### src/rtl/alu_multicycle.sv
// rtl/alu_multicycle.sv - multi-cycle ALU: registered single-cycle ops plus iterative MULTU/DIVU.
// Define ALU_DIVIDER_EN to build the restoring divider and the DIV state.
module alu_multicycle #(
  parameter int WIDTH = 32,
  parameter int SHW   = $clog2(WIDTH)
) (
  input  logic             clk,
  input  logic             reset,
  input  logic             Start,
  input  logic [3:0]       ALUOperation,
  input  logic [WIDTH-1:0] A,
  input  logic [WIDTH-1:0] B,
  input  logic [SHW-1:0]   shamt,
  output logic             Busy,
  output logic             Done,
  output logic [WIDTH-1:0] ALUResult,
  output logic [WIDTH-1:0] HiResult,
  output logic             Zero
);
  localparam int CW = $clog2(WIDTH + 1);

  localparam logic [3:0] OP_AND   = 4'b0000;
  localparam logic [3:0] OP_OR    = 4'b0001;
  localparam logic [3:0] OP_NOR   = 4'b0010;
  localparam logic [3:0] OP_ADD   = 4'b0011;
  localparam logic [3:0] OP_SUB   = 4'b0100;
  localparam logic [3:0] OP_SLL   = 4'b0101;
  localparam logic [3:0] OP_SRL   = 4'b0110;
  localparam logic [3:0] OP_LUI   = 4'b0111;
  localparam logic [3:0] OP_MULTU = 4'b1000;
`ifdef ALU_DIVIDER_EN
  localparam logic [3:0] OP_DIVU  = 4'b1001;
`endif

  typedef enum logic [1:0] {
    S_IDLE = 2'd0,
    S_MUL  = 2'd1
`ifdef ALU_DIVIDER_EN
    , S_DIV = 2'd2
`endif
  } state_t;

  state_t           r_state, w_next_state;
  logic [CW-1:0]    r_count;
  logic [WIDTH-1:0] r_hi, r_lo, r_divisor;
  logic [WIDTH-1:0] r_result, r_hires;
  logic             r_zero, r_done;

  logic [WIDTH-1:0] w_single;
  logic             w_long_op, w_single_go, w_last;
  logic [WIDTH:0]   w_mul_sum;
  logic [WIDTH-1:0] w_mul_hi, w_mul_lo, w_step_hi, w_step_lo;

  always_comb begin
    w_single = '0;
    case (ALUOperation)
      OP_AND:  w_single = A & B;
      OP_OR:   w_single = A | B;
      OP_NOR:  w_single = ~(A | B);
      OP_ADD:  w_single = A + B;
      OP_SUB:  w_single = A - B;
      OP_SLL:  w_single = A << shamt;
      OP_SRL:  w_single = A >> shamt;
      OP_LUI:  w_single = {B[WIDTH/2-1:0], {(WIDTH/2){1'b0}}};
      default: w_single = '0;
    endcase
  end

  // Shift-add: {r_hi, r_lo} starts as {0, A}; each step conditionally adds B and shifts right.
  assign w_mul_sum = {1'b0, r_hi} + (r_lo[0] ? {1'b0, r_divisor} : {(WIDTH+1){1'b0}});
  assign w_mul_hi  = w_mul_sum[WIDTH:1];
  assign w_mul_lo  = {w_mul_sum[0], r_lo[WIDTH-1:1]};

`ifdef ALU_DIVIDER_EN
  // Restoring: r_hi is the partial remainder, r_lo shifts dividend bits out and quotient bits in.
  // B=0 naturally yields an all-ones quotient and remainder A.
  logic [WIDTH:0]   w_div_shift, w_div_diff;
  logic             w_div_ok;
  logic [WIDTH-1:0] w_div_hi, w_div_lo;
  assign w_div_shift = {r_hi, r_lo[WIDTH-1]};
  assign w_div_diff  = w_div_shift - {1'b0, r_divisor};
  assign w_div_ok    = ~w_div_diff[WIDTH];
  assign w_div_hi    = w_div_ok ? w_div_diff[WIDTH-1:0] : w_div_shift[WIDTH-1:0];
  assign w_div_lo    = {r_lo[WIDTH-2:0], w_div_ok};
  assign w_step_hi   = (r_state == S_DIV) ? w_div_hi : w_mul_hi;
  assign w_step_lo   = (r_state == S_DIV) ? w_div_lo : w_mul_lo;
  assign w_long_op   = (ALUOperation == OP_MULTU) || (ALUOperation == OP_DIVU);
`else
  assign w_step_hi   = w_mul_hi;
  assign w_step_lo   = w_mul_lo;
  assign w_long_op   = (ALUOperation == OP_MULTU);
`endif

  assign w_single_go = (r_state == S_IDLE) && Start && !w_long_op;

  always_comb begin
    w_next_state = r_state;
    w_last       = 1'b0;
    case (r_state)
      S_IDLE: begin
        if (Start && ALUOperation == OP_MULTU) w_next_state = S_MUL;
`ifdef ALU_DIVIDER_EN
        else if (Start && ALUOperation == OP_DIVU) w_next_state = S_DIV;
`endif
      end
      S_MUL: begin
        if (r_count == CW'(1)) begin
          w_next_state = S_IDLE;
          w_last       = 1'b1;
        end
      end
`ifdef ALU_DIVIDER_EN
      S_DIV: begin
        if (r_count == CW'(1)) begin
          w_next_state = S_IDLE;
          w_last       = 1'b1;
        end
      end
`endif
      default: w_next_state = S_IDLE;
    endcase
  end

  always_ff @(posedge clk) begin
    if (reset) begin
      r_state   <= S_IDLE;
      r_count   <= '0;
      r_hi      <= '0;
      r_lo      <= '0;
      r_divisor <= '0;
      r_result  <= '0;
      r_hires   <= '0;
      r_zero    <= 1'b1;
      r_done    <= 1'b0;
    end else begin
      r_state <= w_next_state;
      r_done  <= 1'b0;
      if (w_single_go) begin
        r_result <= w_single;
        r_hires  <= '0;
        r_zero   <= (w_single == '0);
        r_done   <= 1'b1;
      end else if (r_state == S_IDLE && Start) begin
        r_hi      <= '0;
        r_lo      <= A;
        r_divisor <= B;
        r_count   <= CW'(WIDTH);
      end else if (r_state != S_IDLE) begin
        r_hi    <= w_step_hi;
        r_lo    <= w_step_lo;
        r_count <= r_count - CW'(1);
        if (w_last) begin
          r_result <= w_step_lo;
          r_hires  <= w_step_hi;
          r_zero   <= (w_step_lo == '0);
          r_done   <= 1'b1;
        end
      end
    end
  end

  assign Busy      = (r_state != S_IDLE);
  assign Done      = r_done;
  assign ALUResult = r_result;
  assign HiResult  = r_hires;
  assign Zero      = r_zero;

endmodule

### config.mk
export PLATFORM = sky130hd
export DESIGN_NAME = alu_multicycle
export DESIGN_NICKNAME = d
export VERILOG_FILES = /design/src/rtl/alu_multicycle.sv
export SDC_FILE = /design/constraint.sdc
export NUM_CORES = 1
export LEC_CHECK = 0
export BUFFER_PORTS_ARGS = -buffer_cell sky130_fd_sc_hd__clkbuf_2
export CELL_PAD_IN_SITES_DETAIL_PLACEMENT = 1
export CELL_PAD_IN_SITES_GLOBAL_PLACEMENT = 1
export CORE_ASPECT_RATIO = 2
export CORE_UTILIZATION = 35
export CTS_CLUSTER_SIZE = 20
export DETAILED_ROUTE_END_ITERATION = 8
export PLACE_DENSITY = 0.69
export SYNTH_ARGS = -nofsm -noshare
export SYNTH_HDL_FRONTEND = slang
export SYNTH_SLANG_ARGS = --single-unit
### constraint.sdc
create_clock -name clk -period 10 [get_ports clk]
set_input_delay 2 -clock clk [delete_from_list [all_inputs] [get_ports clk]]
set_output_delay 2 -clock clk [all_outputs]
set_load 0.02 [all_outputs]
==> impl_metrics.yaml <==
die:
  ios: 143
  die_w_um: 154
  row_count: 110
  initial_core_util_pct: 35.6
  die_height_um: 305
  core-area_sq_um: 45100
  dieArea_sq_um: 46900
detailed_routing:
  drt_iter0_drc: 1044
  via_count: 17515
  antenna_left: 0
  vias_per_cell: 6.28
  drt-pass1-iter-count: 5
  wl_per_cell_um: 28.0
  wirelength_mm: 78.2
  drc: 0
setup_path:
  cp_cell_sequence: "clkbuf_2, or4_1, nor4_1, and2b_1, and3_1, nand2_1, nor4_1, nor2_1, xnor2_1, ha_1, a21oi_1, nor2_1, a222oi_1, o211a_1, nand3_1, a211oi_1, nand4_1, nor4_2, nand4_1, o41ai_2"
  cp_data_required_time_ns: 10.35
  path_delay_family: "simple AND/OR/NAND/NOR gates"
  crit_path_max_fanout: 9
  cpPeakStageDelay_ns: 0.72
  cp_slowest_cell: "nor4_1"
  critPathKind: "in2reg"
  worst_setup_path_end_kind: "register"
  crit_buf_inv: 1
  cp.arrival_ns: 7.59
  crit_path_start_kind: "input port"
placement:
  place_inst: 2758
  place_congestion: 1.05
  place_area_sq_um: 16900
  dp_hpwl_mm: 60.6
  io_buffers: 142
  pre_cts_slack_ns: 2.35
yosys:
  synth_cell_types: 84
  async_flop_share_pct: 0
  yosysWarnings: 0
  avgSynthCellArea_sq_um: 7.23
  synthMuxAreaShare_pct: 12.0
  synth-seq-cells: 169
  synthXorXnorAreaFrac_pct: 4.09
  synth_nets: 2369
  syn-instance-count: 2223
  syn_area_sq_um: 16100
  yosysTopAreaCellShare_pct: 21.0
  synth_edf_count: 0
  ys_seq_area_share_pct: 21.0
  synth_compound_area_share_pct: 26.7
  synthFlopType: "dfxtp_1"
  synth_common_cells: "nand2_1, nor2_1, a21oi_1"
  yosysMostFrequentCell: "nand2_1"
  yosys-top-cells-area: "dfxtp_1, nand2_1, a21oi_1, mux2i_1, nor2_1"
  synth.largest_area_cell: "dfxtp_1"
  synth_simple_gate_area_share_pct: 24.7
  synth_fa_ha_area_share_pct: 5.54
  synth_top_family_by_area: "compound AO/OA/AOI/OAI gates"
power:
  swShare_pct: 38.8
  p_leak_nw: 6.93
  p_seq_share_pct: 35.3
  power_frac_comb_pct: 32.9
  power_switching_w: 0.000782
  p_per_area_nw_per_um2: 115
  pwr-share-clk_pct: 31.9
  p_int_w: 0.00123
  ir_worst_vdd_mv: 0.104
job:
  drv_cap: 0
clocking:
  ctsHoldBuffers: 0
  cts_tree: "yes"
  htree_num_levels: 4
  root_buffer: "clkbuf_16"
  postCtsSetupBuffers: 0
  insertion_delay_ns: 0.44
  clkTransAtPathRegs_ns: 0.07
  cts_buffers: 17
  cts_resized: 0
  clock-sinks: 169
  max-clock-path-buffers: 2
global_routing:
  gr-total-overflow: 0
  antenna_found_initial: 2
  grt_pass1_wl_mm: 116
  grt_pass1_vias: 18342
  grtUsageTotal_pct: 33.2
  grt_max_degree: 76
timing:
  timing.fmax_mhz: 138
  min_period_over_period_pct: 72.5
  min_period_ns: 7.25
  final_max_slew_viol_count: 0
  skew_ns: 0.00720
  setup_viol: 0
  worst-slew-pin-transition_ns: 1.25
  tns_ns: 0
  holdWs_ns: 0.450
  rsz0062_at_grt: "false"
  finalHoldViolations: 0
  relSlewSlack_pct: 15.6
  setup_ws_ns: 2.75
cells_and_area:
  fillers: 5729
  final_cell_count_no_fill: 2790
  layout-drive-gt1-share_pct: 13.0
  antenna_cells: 0
  fin_area_sq_um: 17500
  nets: 2363
  areaGrowthSynthToFinish_pct: 8.65
run_status:
  status: "completed"
min_path:
  min_path_type: "reg2reg"
[through the flow]
step                utilization, %  total power, W
floorplan                        -         0.00114
finish                        38.7         0.00202
global placement              37.5         0.00136
CTS                           38.7         0.00202
global route                  38.7         0.00210
detailed placement            37.5         0.00137
[power groups by stage]
stage	registers, W	logic [W]	clock network (W)
3_5_place_dp	0.000726	0.000645	0
5_1_grt	0.000712	0.000702	0.000684
6_report	0.000710	0.000663	0.000642
3_3_place_gp	0.000726	0.000639	0
2_1_floorplan	0.000730	0.000406	0
4_1_cts	0.000710	0.000649	0.000660
[worst min-delay path: stages, from the launching register on]
cell	delay, ns
dfxtp_1	0.31
nand2_1	0.05
a21oi_1	0.05
[logic make-up after synthesis]
family	after synthesis
compound gates	652
xor+xnor	75
fa+ha+maj	70
buf+inv	227
flops	169
mux	152
simple gates	878
[cells in the final DEF (no fill, tap or decap), types with 11 or more instances in the layout]
cell,synthesis,routed
a211oi_1,38,38
a21o_1,33,33
a21oi_1,218,218
a221oi_1,12,12
a22oi_1,12,12
a311oi_1,48,48
a31oi_1,13,13
and2_1,39,39
and3_1,38,38
buf_4,4,37
clkbuf_16,0,17
clkbuf_2,2,138
dfxtp_1,169,169
ha_1,68,68
inv_1,27,27
mux2_2,26,26
mux2i_1,97,97
mux4_2,24,24
nand2_1,358,355
nand2b_1,24,24
nand3_1,36,36
nand4_1,21,21
nor2_1,233,232
nor2b_1,12,11
nor3_1,54,52
nor4_1,18,18
o211ai_1,22,22
o21a_1,24,24
o21ai_0,109,109
o31ai_1,12,12
o32ai_1,12,12
xnor2_1,49,49
xor2_1,26,26
[routing by layer]
metal / share of wire, % / global-route usage [%] / up-vias
li1: - / - / 8098
met1: 35 / 32.1 / 8603
met2: 53 / 62.2 / 551
met3: 3.5 / 3.97 / 263
met4: 9.0 / 27.5 / 0
met5: 0 / 0 / -
[final cells by class]
class                      instances  area [sq um]  area share, %
tap                              560           701           4.01
multi-input combinational       1827         11800           67.3
clock buffer                      17           425           2.44
sequential                       169          3380           19.4
clock inverter                    15           130          0.745
timing repair buffer             175           968           5.54
inverter                          27           101          0.580
[path summary, 6_finish.rpt]
kind                                     from             to  slack [ns]  cells past startpoint
worst min register to register  r_divisor[14]  r_divisor[14]        0.45                      2
worst min-delay path            r_divisor[14]  r_divisor[14]        0.45                      2
worst max register to register        r_lo[0]   HiResult[31]        5.60                     14
worst max-delay path                     B[2]           Zero        2.75                     20
[flip-flops by register name, indices dropped and copies added (netlist names)]
signal / flops
Done: 1
r_divisor: 32
r_lo: 32
r_state: 1
ALUResult: 32
r_count: 6
HiResult: 32
Zero: 1
r_hi: 32
(Power assumes the default switching activity.)
